**config.mk**
```make
export PLATFORM = sky130hd
export DESIGN_NAME = ex_stage
export DESIGN_NICKNAME = d
export VERILOG_FILES = /design/src/rtl/ex_stage.sv
export SDC_FILE = /design/constraint.sdc
export NUM_CORES = 1
export LEC_CHECK = 0
export BUFFER_PORTS_ARGS = -buffer_cell sky130_fd_sc_hd__clkbuf_2
export CORE_MARGIN = 5
export CORE_UTILIZATION = 45
export CTS_CLUSTER_SIZE = 10
export DETAILED_ROUTE_END_ITERATION = 7
export PLACE_DENSITY = 0.62
export SETUP_SLACK_MARGIN = 0.05
export SLEW_MARGIN = 0
export SYNTH_ARGS = -nofsm -noshare
export SYNTH_HDL_FRONTEND = slang
export SYNTH_SLANG_ARGS = --single-unit
```
**constraint.sdc**
```tcl
create_clock -name clk -period 5.1 [get_ports clk]
set_clock_uncertainty 0.2 [all_clocks]
set_input_delay 1.02 -clock clk [delete_from_list [all_inputs] [get_ports clk]]
set_output_delay 1.02 -clock clk [all_outputs]
set_load 0.05 [all_outputs]
```
**src/rtl/ex_stage.sv**
```systemverilog
// Execute stage: single-cycle ALU plus iterative 16-cycle mul/div/rem.
// Registers result and memory/writeback controls for the memory stage.
module ex_stage (
  input  logic        clk,
  input  logic        rst,
  input  logic        id_valid,
  input  logic [3:0]  id_alu_op,
  input  logic [15:0] id_op_a,
  input  logic [15:0] id_op_b,
  input  logic [15:0] id_store_data,
  input  logic [2:0]  id_op_dest,
  input  logic        id_mem_write_en,
  input  logic        id_wb_mux,
  input  logic        id_wb_en,
  output logic [15:0] ex_alu_res,
  output logic [15:0] ex_store_data,
  output logic [2:0]  ex_op_dest,
  output logic        ex_mem_write_en,
  output logic        ex_wb_mux,
  output logic        ex_wb_en,
  output logic        ex_stall
);

  typedef enum logic [1:0] {IDLE, BUSY, DONE} state_t;

  localparam logic [3:0] OP_MUL = 4'd10;
  localparam logic [3:0] OP_DIV = 4'd11;
  localparam logic [3:0] OP_REM = 4'd12;

  state_t      state_q, state_d;
  logic [4:0]  cnt_q, cnt_d;
  logic [15:0] a_q, a_d;
  logic [15:0] b_q, b_d;
  logic [15:0] acc_q, acc_d;
  logic [3:0]  op_q, op_d;
  logic [15:0] sd_q, sd_d;
  logic [2:0]  dest_q, dest_d;
  logic        we_q, we_d;
  logic        mux_q, mux_d;
  logic        wb_q, wb_d;

  logic [15:0] res_q, res_d;
  logic [15:0] osd_q, osd_d;
  logic [2:0]  odest_q, odest_d;
  logic        owe_q, owe_d;
  logic        omux_q, omux_d;
  logic        owb_q, owb_d;

  logic        is_multi;
  logic [15:0] alu_res;
  logic [15:0] mul_acc;
  logic [16:0] div_sh;
  logic [16:0] div_diff;

  assign is_multi = (id_alu_op == OP_MUL) ||
                    (id_alu_op == OP_DIV) ||
                    (id_alu_op == OP_REM);

  assign ex_stall = !rst &&
    ((state_q == IDLE && id_valid && is_multi) ||
     (state_q == BUSY));

  always_comb begin
    alu_res = 16'h0000;
    case (id_alu_op)
      4'd0:  alu_res = id_op_a + id_op_b;
      4'd1:  alu_res = id_op_a - id_op_b;
      4'd2:  alu_res = id_op_a & id_op_b;
      4'd3:  alu_res = id_op_a | id_op_b;
      4'd4:  alu_res = id_op_a ^ id_op_b;
      4'd5:  alu_res = ~(id_op_a | id_op_b);
      4'd6:  alu_res = id_op_a << id_op_b[3:0];
      4'd7:  alu_res = id_op_a >> id_op_b[3:0];
      4'd8:  alu_res = $signed(id_op_a) >>> id_op_b[3:0];
      4'd9:  alu_res = {15'd0,
               $signed(id_op_a) < $signed(id_op_b)};
      4'd13: alu_res = id_op_b;
      default: alu_res = 16'h0000;
    endcase
  end

  // a_q doubles as multiplicand / dividend-then-quotient,
  // b_q as multiplier / divisor, acc_q as product / remainder.
  assign mul_acc  = acc_q + (b_q[0] ? a_q : 16'h0000);
  assign div_sh   = {acc_q, a_q[15]};
  assign div_diff = div_sh - {1'b0, b_q};

  always_comb begin
    state_d = state_q;
    cnt_d   = cnt_q;
    a_d     = a_q;
    b_d     = b_q;
    acc_d   = acc_q;
    op_d    = op_q;
    sd_d    = sd_q;
    dest_d  = dest_q;
    we_d    = we_q;
    mux_d   = mux_q;
    wb_d    = wb_q;
    res_d   = 16'h0000;
    osd_d   = 16'h0000;
    odest_d = 3'd0;
    owe_d   = 1'b0;
    omux_d  = 1'b0;
    owb_d   = 1'b0;
    case (state_q)
      IDLE: begin
        if (id_valid && is_multi) begin
          a_d     = id_op_a;
          b_d     = id_op_b;
          acc_d   = 16'h0000;
          op_d    = id_alu_op;
          sd_d    = id_store_data;
          dest_d  = id_op_dest;
          we_d    = id_mem_write_en;
          mux_d   = id_wb_mux;
          wb_d    = id_wb_en;
          cnt_d   = 5'd16;
          state_d = BUSY;
        end else if (id_valid) begin
          res_d   = alu_res;
          osd_d   = id_store_data;
          odest_d = id_op_dest;
          owe_d   = id_mem_write_en;
          omux_d  = id_wb_mux;
          owb_d   = id_wb_en;
        end
      end
      BUSY: begin
        if (op_q == OP_MUL) begin
          acc_d = mul_acc;
          a_d   = {a_q[14:0], 1'b0};
          b_d   = {1'b0, b_q[15:1]};
        end else if (!div_diff[16]) begin
          acc_d = div_diff[15:0];
          a_d   = {a_q[14:0], 1'b1};
        end else begin
          acc_d = div_sh[15:0];
          a_d   = {a_q[14:0], 1'b0};
        end
        cnt_d = cnt_q - 5'd1;
        if (cnt_q == 5'd1) state_d = DONE;
      end
      DONE: begin
        res_d   = (op_q == OP_DIV) ? a_q : acc_q;
        osd_d   = sd_q;
        odest_d = dest_q;
        owe_d   = we_q;
        omux_d  = mux_q;
        owb_d   = wb_q;
        state_d = IDLE;
      end
      default: state_d = IDLE;
    endcase
  end

  always_ff @(posedge clk or posedge rst) begin
    if (rst) begin
      state_q <= IDLE;
      cnt_q   <= 5'd0;
      a_q     <= 16'h0000;
      b_q     <= 16'h0000;
      acc_q   <= 16'h0000;
      op_q    <= 4'd0;
      sd_q    <= 16'h0000;
      dest_q  <= 3'd0;
      we_q    <= 1'b0;
      mux_q   <= 1'b0;
      wb_q    <= 1'b0;
      res_q   <= 16'h0000;
      osd_q   <= 16'h0000;
      odest_q <= 3'd0;
      owe_q   <= 1'b0;
      omux_q  <= 1'b0;
      owb_q   <= 1'b0;
    end else begin
      state_q <= state_d;
      cnt_q   <= cnt_d;
      a_q     <= a_d;
      b_q     <= b_d;
      acc_q   <= acc_d;
      op_q    <= op_d;
      sd_q    <= sd_d;
      dest_q  <= dest_d;
      we_q    <= we_d;
      mux_q   <= mux_d;
      wb_q    <= wb_d;
      res_q   <= res_d;
      osd_q   <= osd_d;
      odest_q <= odest_d;
      owe_q   <= owe_d;
      omux_q  <= omux_d;
      owb_q   <= owb_d;
    end
  end

  assign ex_alu_res      = res_q;
  assign ex_store_data   = osd_q;
  assign ex_op_dest      = odest_q;
  assign ex_mem_write_en = owe_q;
  assign ex_wb_mux       = omux_q;
  assign ex_wb_en        = owb_q;

endmodule

```
==> results.cfg, run 1 <==
[floorplan]
die_h_um = 164
num_rows = 56
die-area_um2 = 26800
start_util_pct = 45.5
core_um2 = 23300
die_width_um = 164
pin_count = 100

[yosys]
synthDistinctLibCells = 85
synthFlopType = dfrtp_1
ys_seq_elements = 119
syn_inst = 1291
syn_area_per_cell_um2 = 8.23
yosysWarnings = 0
synth_area_um2 = 10600
synth_area_leaders = dfrtp_1 (28%), ha_1 (10%), mux2i_1 (5.8%), nand2_1 (5.2%), nor2_1 (4.6%)
synthArstFlopShare_pct = 100
seq_area_frac_synth_pct = 28.0
synth_top_area_share_pct = 28.0
synth-edff-count = 0
syn_nets = 1444
synth_largest_area_cell = dfrtp_1

[finish]
final_common_cell = nand2_1
final.fill_count = 2265
final_cell_mix = nand2_1 (147), nor2_1 (128), dfrtp_1 (119)
drive_gt1_share_pct = 13.9
multi_input_area_um2 = 7070
regArea_um2 = 2980
area_growth_pct = 13.1
fin_nets = 1505
diodes = 0
post-route-util_pct = 51.5

[timing]
relSlewSlack_pct = 20.1
drv_slew = 0
setup_tns_ns = 0
finalHoldViolations = 0
period_share_pct = 82.8
setup_viol = 0
grt_setup_unrepaired = no
fin_crit_ns = 4.22
max_freq_ghz = 0.237
worst_pin_slew_ns = 1.20

[min_path]
worstHoldPathType = reg -> reg

[route]
route.detailed.drc = 0
drt_wl_total_um = 36500
dr.pass1.iters = 6
dr_total_vias = 10400
ant_nets = 0
drt_iter0_drc = 1034
viasPerCell = 6.16
routedWlPerCell_um = 21.7

[setup_path]
max_stage_delay_ns = 0.45
path_cells = clkbuf_2, nor2b_1, o21ai_1, nor4b_4, nor2_1, buf_4, nor2_1, buf_12
critical_path_required_ns = 3.88
critPathLaunchType = primary input
cp_common_cell = nor2_1
critPathKind = in -> out
path_max_fanout = 23
cp.arrival_ns = 3.00
critPathTopFamily = simple AND/OR/NAND/NOR gates
cp_slowest_cell = clkbuf_2
cp_num_buf_inv = 3
end_kind = primary output

[clocking]
cts_buffer_depth = 2
cts_resized = 0
numCtsBuffers = 17
htree_levels = 4
postCtsSetupRepairBufs = 0
cts_root_buffer = clkbuf_16
postCtsHoldBufs = 0
clkLatencyLatePin_ns = 0.43
path_clk_slew_ns = 0.06
cts_tree = done
cts_sinks = 119

[global_routing]
antenna_found_initial = 0
grt_pass1_vias = 9938
grtUsageMet1_pct = 39.2
grt_max_degree = 58
grt_first_pass_wirelength_um = 57100
met2_usage_pct = 41.9
grt-busiest-layer = met2
grt.overflow.total = 0
groute.usage.overall_pct = 27.3
grt_util_met3_pct = 3.86

[pwr]
seq_power_share_pct = 26.3
power_leakage_nw = 5.74
p_clk_share_pct = 20.1
p_sw_mw = 2.81
combinationalPowerShare_pct = 53.6
p_int_mw = 3.32
ir_drop_uv = 314
switching_share_pct = 45.9
powerDensity_nw_per_um2 = 511

[run]
drv_cap = 0

[place]
port_buffers = 99
gp_congestion = 1.01
hpwl_um = 27200

[outcome]
status = complete, no violations
## layer usage
metal,up-vias,part of all wire [%]
li1,4861,-
met1,4992,45
met2,453,44
met3,64,7.5
met4,0,3.4
met5,-,0
## final timing paths
path | start | cells after the start | end | slack [ns]
worst min register to register | sd_q[11] | 2 | sd_q[11] | 0.28
worst min-delay path | sd_q[11] | 2 | sd_q[11] | 0.28
max in group asynchronous | rst | 3 | ex_alu_res[14] | 3.26
min in group asynchronous | rst | 2 | sd_q[1] | 0.52
worst max register to register | b_q[0] | 11 | acc_q[0] | 0.93
worst max-delay path | id_alu_op[1] | 8 | ex_stall | 0.88
## final cells by class
cell class,instances,area share [%]
well taps,319,3.32
flip-flops and latches,119,24.8
repair buffers,125,5.98
clock buffers,18,3.57
multi-input cells,1021,58.8
clock inverters,14,1.35
inverters,68,2.15
## flip-flops by register name, indices dropped and copies added, names as in the netlist
| signal | count |
|---|---|
| op_q | 4 |
| ex_alu_res | 16 |
| we_q | 1 |
| wb_q | 1 |
| ex_mem_write_en | 1 |
| ex_wb_mux | 1 |
| b_q | 16 |
| mux_q | 1 |
| acc_q | 16 |
| state_q | 2 |
| ex_wb_en | 1 |
| sd_q | 16 |
| cnt_q | 5 |
| a_q | 16 |
| ex_store_data | 16 |
| ex_op_dest | 3 |
| dest_q | 3 |
## synthesized netlist by cell type (6+ instances only)
cell type and count:
mux2i_1 62, and2_1 18, mux4_2 10, a211oi_1 32
o211ai_1 15, ha_1 88, o22ai_1 38, a222oi_1 8
xor2_1 8, a21oi_1 96, nand2_1 147, a22oi_1 15
dfrtp_1 119, nand3_1 17, a21o_1 24, a22o_1 23
o221ai_1 6, nor2_1 129, a221o_1 7, o21ai_1 12
buf_2 9, a31oi_1 11, o21ai_0 65, inv_1 67
nand2b_1 17, nor2b_1 10, o31ai_1 9, xnor2_1 23
clkbuf_1 70, nor3_1 24
## power by group through the flow
stage / Sequential, mW / Combinational, mW / Clock [mW]
CTS: 1.62 / 3.27 / 1.25
detailed placement: 1.63 / 3.25 / 0
global placement: 1.62 / 3.21 / 0
finish: 1.62 / 3.29 / 1.23
floorplan: 1.69 / 2.38 / 0
global route: 1.67 / 3.64 / 1.29
## through the flow
stage,instances,total power [mW],instance area (µm²),setup slack [ns],hold WS (ns)
final,1684,6.13,12000,0.877,0.279
after global routing,1684,6.60,12000,0.712,0.300
after CTS,1684,6.13,12000,0.905,0.282
after detailed placement,1652,4.88,11400,0.828,0.263
after global placement,1652,4.83,11400,0.823,0.258
after floorplan,1291,4.07,10600,0.723,0.246
## logic make-up (layout without fill, tap and decap cells)
| kind of cell | count (synthesis) | after routing | synth area share [%] |
|---|---|---|---|
| fa+ha+maj | 92 | 92 | 11.1 |
| flops | 119 | 119 | 28.0 |
| compound gates | 418 | 418 | 26.7 |
| simple gates | 406 | 406 | 17.8 |
| mux | 74 | 74 | 8.17 |
| buf+inv | 151 | 225 | 5.65 |
| xor+xnor | 31 | 31 | 2.56 |
## worst reg2reg max path: cells and delay by family, from the launching register on
kind            cells  cell delay [ns]
compound gates      6             1.36
fa+ha+maj           2             0.74
buf+inv             1             0.06
flops               1             0.70
simple gates        2             1.00
Power figures use the tool's default switching activity.
==> run 2: changes to the inputs <==
--- a/config.mk
+++ b/config.mk
@@ -10,7 +10,7 @@
 export CORE_UTILIZATION = 45
 export CTS_CLUSTER_SIZE = 10
 export DETAILED_ROUTE_END_ITERATION = 7
-export PLACE_DENSITY = 0.62
+export PLACE_DENSITY = 0.65
 export SETUP_SLACK_MARGIN = 0.05
 export SLEW_MARGIN = 0
 export SYNTH_ARGS = -nofsm -noshare
==> constraint.sdc (replaced) <==
create_clock -name clk -period 3.4 [get_ports clk]
set_clock_uncertainty 0.2 [all_clocks]
set_input_delay 0.68 -clock clk [delete_from_list [all_inputs] [get_ports clk]]
set_output_delay 0.68 -clock clk [all_outputs]
set_load 0.05 [all_outputs]
==> results.cfg, run 2 (synthesized netlist as in run 1, its figures left out) <==
[route]
routedWlPerCell_um = 20.4
route.detailed.drc = 0
drt_iter0_drc = 1014
drt_wl_total_um = 36500
viasPerCell = 6.03
ant_nets = 0
dr_total_vias = 10800
dr.pass1.iters = 8

[finish]
layoutNonFillerInstCount = 1786
area_growth_pct = 21.1
final_cell_mix = nand2_1 (147), nor2_1 (127), buf_4 (125)
finalInstanceArea_um2 = 12900
post-route-util_pct = 55.2
drive_gt1_share_pct = 20.6
diodes = 0
final_common_cell = nand2_1
fin_nets = 1607

[setup_path]
critPathKind = reg -> reg
path_max_fanout = 12
critPathLaunchType = flop
rr_startpoint = b_q[0]
cp.arrival_ns = 3.33
rr_endpoint = acc_q[15]
end_kind = flop
critical_path_required_ns = 3.50
worst-r2r-setup-slack_ns = 0.16
reg2reg_depth = 11

[timing]
finalHoldViolations = 0
setup_tns_ns = 0
fin_crit_ns = 3.24
fin_ws_ns = 0.165
grt_setup_unrepaired = no
drv_slew = 0
relSlewSlack_pct = 18.1
period_share_pct = 95.2
worst_pin_slew_ns = 1.23
holdWs_ns = 0.248
setup_viol = 0
max_freq_ghz = 0.309

[run]
drv_cap = 0

[pwr]
ir_drop_uv = 375
p_sw_mw = 4.34
power_leakage_nw = 6.22
combinationalPowerShare_pct = 56.3
p_clk_share_pct = 19.0
power_mw = 9.64
powerDensity_nw_per_um2 = 749
seq_power_share_pct = 24.7
p_int_mw = 5.30
switching_share_pct = 45.0

[clocking]
numCtsBuffers = 17
clkLatencyLatePin_ns = 0.42
cts_buffer_depth = 2
cts_sinks = 119
postCtsHoldBufs = 0
cts_tree = done
htree_levels = 4
cts_root_buffer = clkbuf_16
path_clk_slew_ns = 0.06

[floorplan]
start_util_pct = 45.5
die-area_um2 = 26800
pin_count = 100
core_um2 = 23300
num_rows = 56
die_width_um = 164
die_h_um = 164

[place]
dp_cells = 1753
postPlaceCellArea_um2 = 12200
post-place-ws_ns = -0.145
gp_congestion = 1.03
port_buffers = 99
hpwl_um = 28100

[min_path]
worstHoldPathType = in -> async

[global_routing]
grt_pass1_vias = 10400
groute.usage.overall_pct = 27.2
grt_max_degree = 55
grt_first_pass_wirelength_um = 57400
antenna_found_initial = 0
grt.overflow.total = 0

[outcome]
status = complete, no violations
run 2: cell types whose count changed in the layout (fill, tap and decap cells not counted), sizes merged:
cell | before | now
buf | 27 | 129
clkinv | 4 | 7
clkinvlp | 2 | 4
inv | 74 | 69
run 2: how the worst max path moves through the flow:
stage	start	end	slack (ns)	cells past startpoint
after floorplan	id_op_b[1]	ex_alu_res[15]	0.03	11
after global placement	id_op_b[1]	ex_alu_res[11]	-0.12	11
after detailed placement	id_op_b[1]	ex_alu_res[11]	-0.15	11
after CTS	a_q[15]	acc_q[3]	0.07	13
after global routing	a_q[15]	acc_q[3]	0.03	13
final	b_q[0]	acc_q[15]	0.16	11
run 2: power by group through the flow:
stage	Sequential (mW)	Combinational [mW]	Clock, mW
after floorplan	2.54	3.59	0
after global placement	2.38	5.16	0
after detailed placement	2.39	5.26	0
after CTS	2.38	5.32	1.85
after global routing	2.45	5.97	1.92
final	2.38	5.43	1.83
run 2: per-layer routing:
layer  global-route usage (%)  up-vias  wire [µm]
li1                         -     5068          -
met1                     37.9     5132      16200
met2                     42.9      492      16400
met3                     4.29       75       2690
met4                     9.65        0       1240
met5                        0        -          0
run 2: layout make-up:
type	count	area [µm²]
clock buffer	18	429
clock inverter	14	168
fill	2214	10500
inverter	68	263
multi-input combinational	1021	7140
sequential	119	2980
tap	319	399
timing repair buffer	227	1500
run 2: worst max-delay path: stages (launching register included):
cell and delay [ns]:
dfrtp_1 0.40, buf_4 0.19, and2_1 0.21, ha_1 0.31, a211oi_1 0.31, o21ai_0 0.21
nand3_1 0.16, o21ai_0 0.17, a31o_2 0.32, a2111o_1 0.42, a31oi_1 0.17, a211oi_1 0.06
run 2: repair_timing:
item	4_1_cts	5_1_grt
pin swaps	0	2
buffers inserted	0	1
resized for setup	1	7
setup endpoints to repair	2	14
==> run 3: changes to the inputs <==
--- a/config.mk
+++ b/config.mk
@@ -5,12 +5,13 @@
 export SDC_FILE = /design/constraint.sdc
 export NUM_CORES = 1
 export LEC_CHECK = 0
+export ABC_AREA = 1
 export BUFFER_PORTS_ARGS = -buffer_cell sky130_fd_sc_hd__clkbuf_2
 export CORE_MARGIN = 5
 export CORE_UTILIZATION = 45
-export CTS_CLUSTER_SIZE = 10
+export CTS_CLUSTER_SIZE = 16
 export DETAILED_ROUTE_END_ITERATION = 7
-export PLACE_DENSITY = 0.65
+export PLACE_DENSITY = 0.64
 export SETUP_SLACK_MARGIN = 0.05
 export SLEW_MARGIN = 0
 export SYNTH_ARGS = -nofsm -noshare
==> results.cfg, run 3 <==
[outcome]
status = complete, no violations

[yosys]
synth_area_um2 = 11500
ys_seq_elements = 119
yosysWarnings = 0
syn_nets = 2021
synthDistinctLibCells = 48
synth_top_area_share_pct = 25.9
synthFlopType = dfrtp_1
synthTopCellsByCount = nand2_1 (624), inv_1 (244), nand3_1 (190), nor2_1 (136), o21ai_0 (128)
seq_area_frac_synth_pct = 25.9
synthArstFlopShare_pct = 100
synthMostInstantiatedCell = nand2_1
synth-edff-count = 0
syn_inst = 1868
syn_area_per_cell_um2 = 6.17
synth_largest_area_cell = dfrtp_1
synth_area_leaders = dfrtp_1 (26%), nand2_1 (20%), ha_1 (9.6%), nand3_1 (8.3%), inv_1 (8.0%)

[timing]
drv_slew = 0
relSlewSlack_pct = 42.9
fin_crit_ns = 2.94
worst_pin_slew_ns = 0.854
setup_tns_ns = 0
setup_viol = 0
finalHoldViolations = 0
fin_ws_ns = 0.464
max_freq_ghz = 0.341
period_share_pct = 86.3
grt_setup_unrepaired = no

[place]
post-place-ws_ns = 0.368
hpwl_um = 34800
gp_congestion = 1.01
port_buffers = 99
dp_cells = 2272

[pwr]
power_leakage_nw = 7.23
ir_drop_uv = 438
power_mw = 10.8
powerDensity_nw_per_um2 = 822

[finish]
area_growth_pct = 13.7
final_common_cell = nand2_1
diodes = 0
final.fill_count = 2687
fin_nets = 2115
layoutNonFillerInstCount = 2305
final_cell_mix = nand2_1 (624), inv_1 (243), nand3_1 (190)
drive_gt1_share_pct = 10.8

[route]
dr_total_vias = 12900
viasPerCell = 5.61
route.detailed.drc = 0
dr.pass1.iters = 6
drt_wl_total_um = 44200
ant_nets = 0
drt_iter0_drc = 1397
routedWlPerCell_um = 19.2

[min_path]
worstHoldPathType = reg -> reg
hold_start = sd_q[2]
hold_path_depth = 2
hold_end = ex_store_data[2]

[floorplan]
die-area_um2 = 28900
pin_count = 100
die_h_um = 170
start_util_pct = 45.7
num_rows = 58
die_width_um = 170
core_um2 = 25200

[clocking]
numCtsBuffers = 17
clkLatencyLatePin_ns = 0.43
path_clk_slew_ns = 0.06
cts_root_buffer = clkbuf_16
cts_tree = done
postCtsSetupRepairBufs = 0
cts_sinks = 119
htree_levels = 4
cts_buffer_depth = 2

[global_routing]
groute.usage.overall_pct = 30.4
grt_pass1_vias = 12200
grt_first_pass_wirelength_um = 68900
antenna_found_initial = 0
grt_max_degree = 67
grt.overflow.total = 0

[setup_path]
cp_num_buf_inv = 3
end_kind = flop
reg2reg_depth = 16
critPathTopFamily = simple AND/OR/NAND/NOR gates
critical_path_required_ns = 3.51
cp_common_cell = nand2_1
rr_startpoint = a_q[15]
cp_slowest_cell = dfrtp_1
worst-r2r-setup-slack_ns = 0.46
critPathKind = reg -> reg
cp.arrival_ns = 3.05
path_cells = inv_1, ha_1, inv_1, fa_1, nand2_1, nand2_1, nand3_1, nand2_2, nand2_1, nand3_2, nand2_4, inv_2, nand2_1, nand3_1, nand2_1, nand2_1
path_max_fanout = 19
max_stage_delay_ns = 0.46
rr_endpoint = acc_q[10]
critPathLaunchType = flop

[run]
drv_cap = 0
-- run 3: area by class of cell --
cell class	count	area [µm²]	share of cell area (%)
Inverter	259	978	7.47
Timing Repair Buffer	142	861	6.57
Clock buffer	17	425	3.25
Tap cell	330	413	3.15
Multi-Input combinational cell	1423	7260	55.4
Sequential cell	119	2980	22.7
Clock inverter	15	184	1.40
-- run 3: worst max path at each step --
stage | startpoint | end | slack [ns] | cells after the start
final | a_q[15] | acc_q[10] | 0.46 | 16
after global routing | a_q[15] | acc_q[7] | 0.24 | 16
after CTS | a_q[15] | acc_q[10] | 0.51 | 16
after detailed placement | id_op_a[0] | ex_alu_res[12] | 0.37 | 13
after global placement | id_op_a[0] | ex_alu_res[12] | 0.33 | 13
after floorplan | id_alu_op[1] | ex_stall | 0.39 | 9
-- run 3: kinds of logic after synthesis --
logic type	share of synthesized area, %
simple gates	37.6
compound gates	14.6
fa+ha+maj	10.3
xor+xnor	0.532
buf+inv	11.2
flops	25.9
-- run 3: worst register-to-register path: cells and delay by family (launching register included) --
family	cells	cell delay, ns
buffers and inverters	3	0.33
flip-flops	1	0.46
AND/OR/NAND/NOR	11	1.31
adder cells (fa/ha/maj)	2	0.52
-- run 3: layer usage --
layer / up-vias / global-route usage (%) / share of wire [%]
li1: 6228 / - / -
met5: - / 0 / 0
met4: 0 / 8.30 / 2.5
met2: 639 / 45.0 / 41
met1: 5983 / 44.3 / 45
met3: 76 / 7.62 / 11
-- run 3: power breakdown --
group | switching (mW) | internal [mW] | total (mW)
Clock | 0.809 | 1.05 | 1.86
Sequential | 0.439 | 1.95 | 2.39
Combinational | 4.40 | 2.12 | 6.52
Total | 5.65 | 5.13 | 10.8
-- run 3: metrics by stage --
stage                     cell area [µm²]  hold slack [ns]  util (%)
final                               13100            0.281      52.0
after global routing                13100            0.298      52.0
after CTS                           13100            0.282      52.0
after detailed placement            12500            0.274      49.6
after global placement              12500            0.262      49.6
after floorplan                     11500            0.253         -
-- run 3: what timing repair did --
action,in CTS,in global routing
hold endpoints to repair,1,0
hold buffers,1,0
resized for setup,0,0
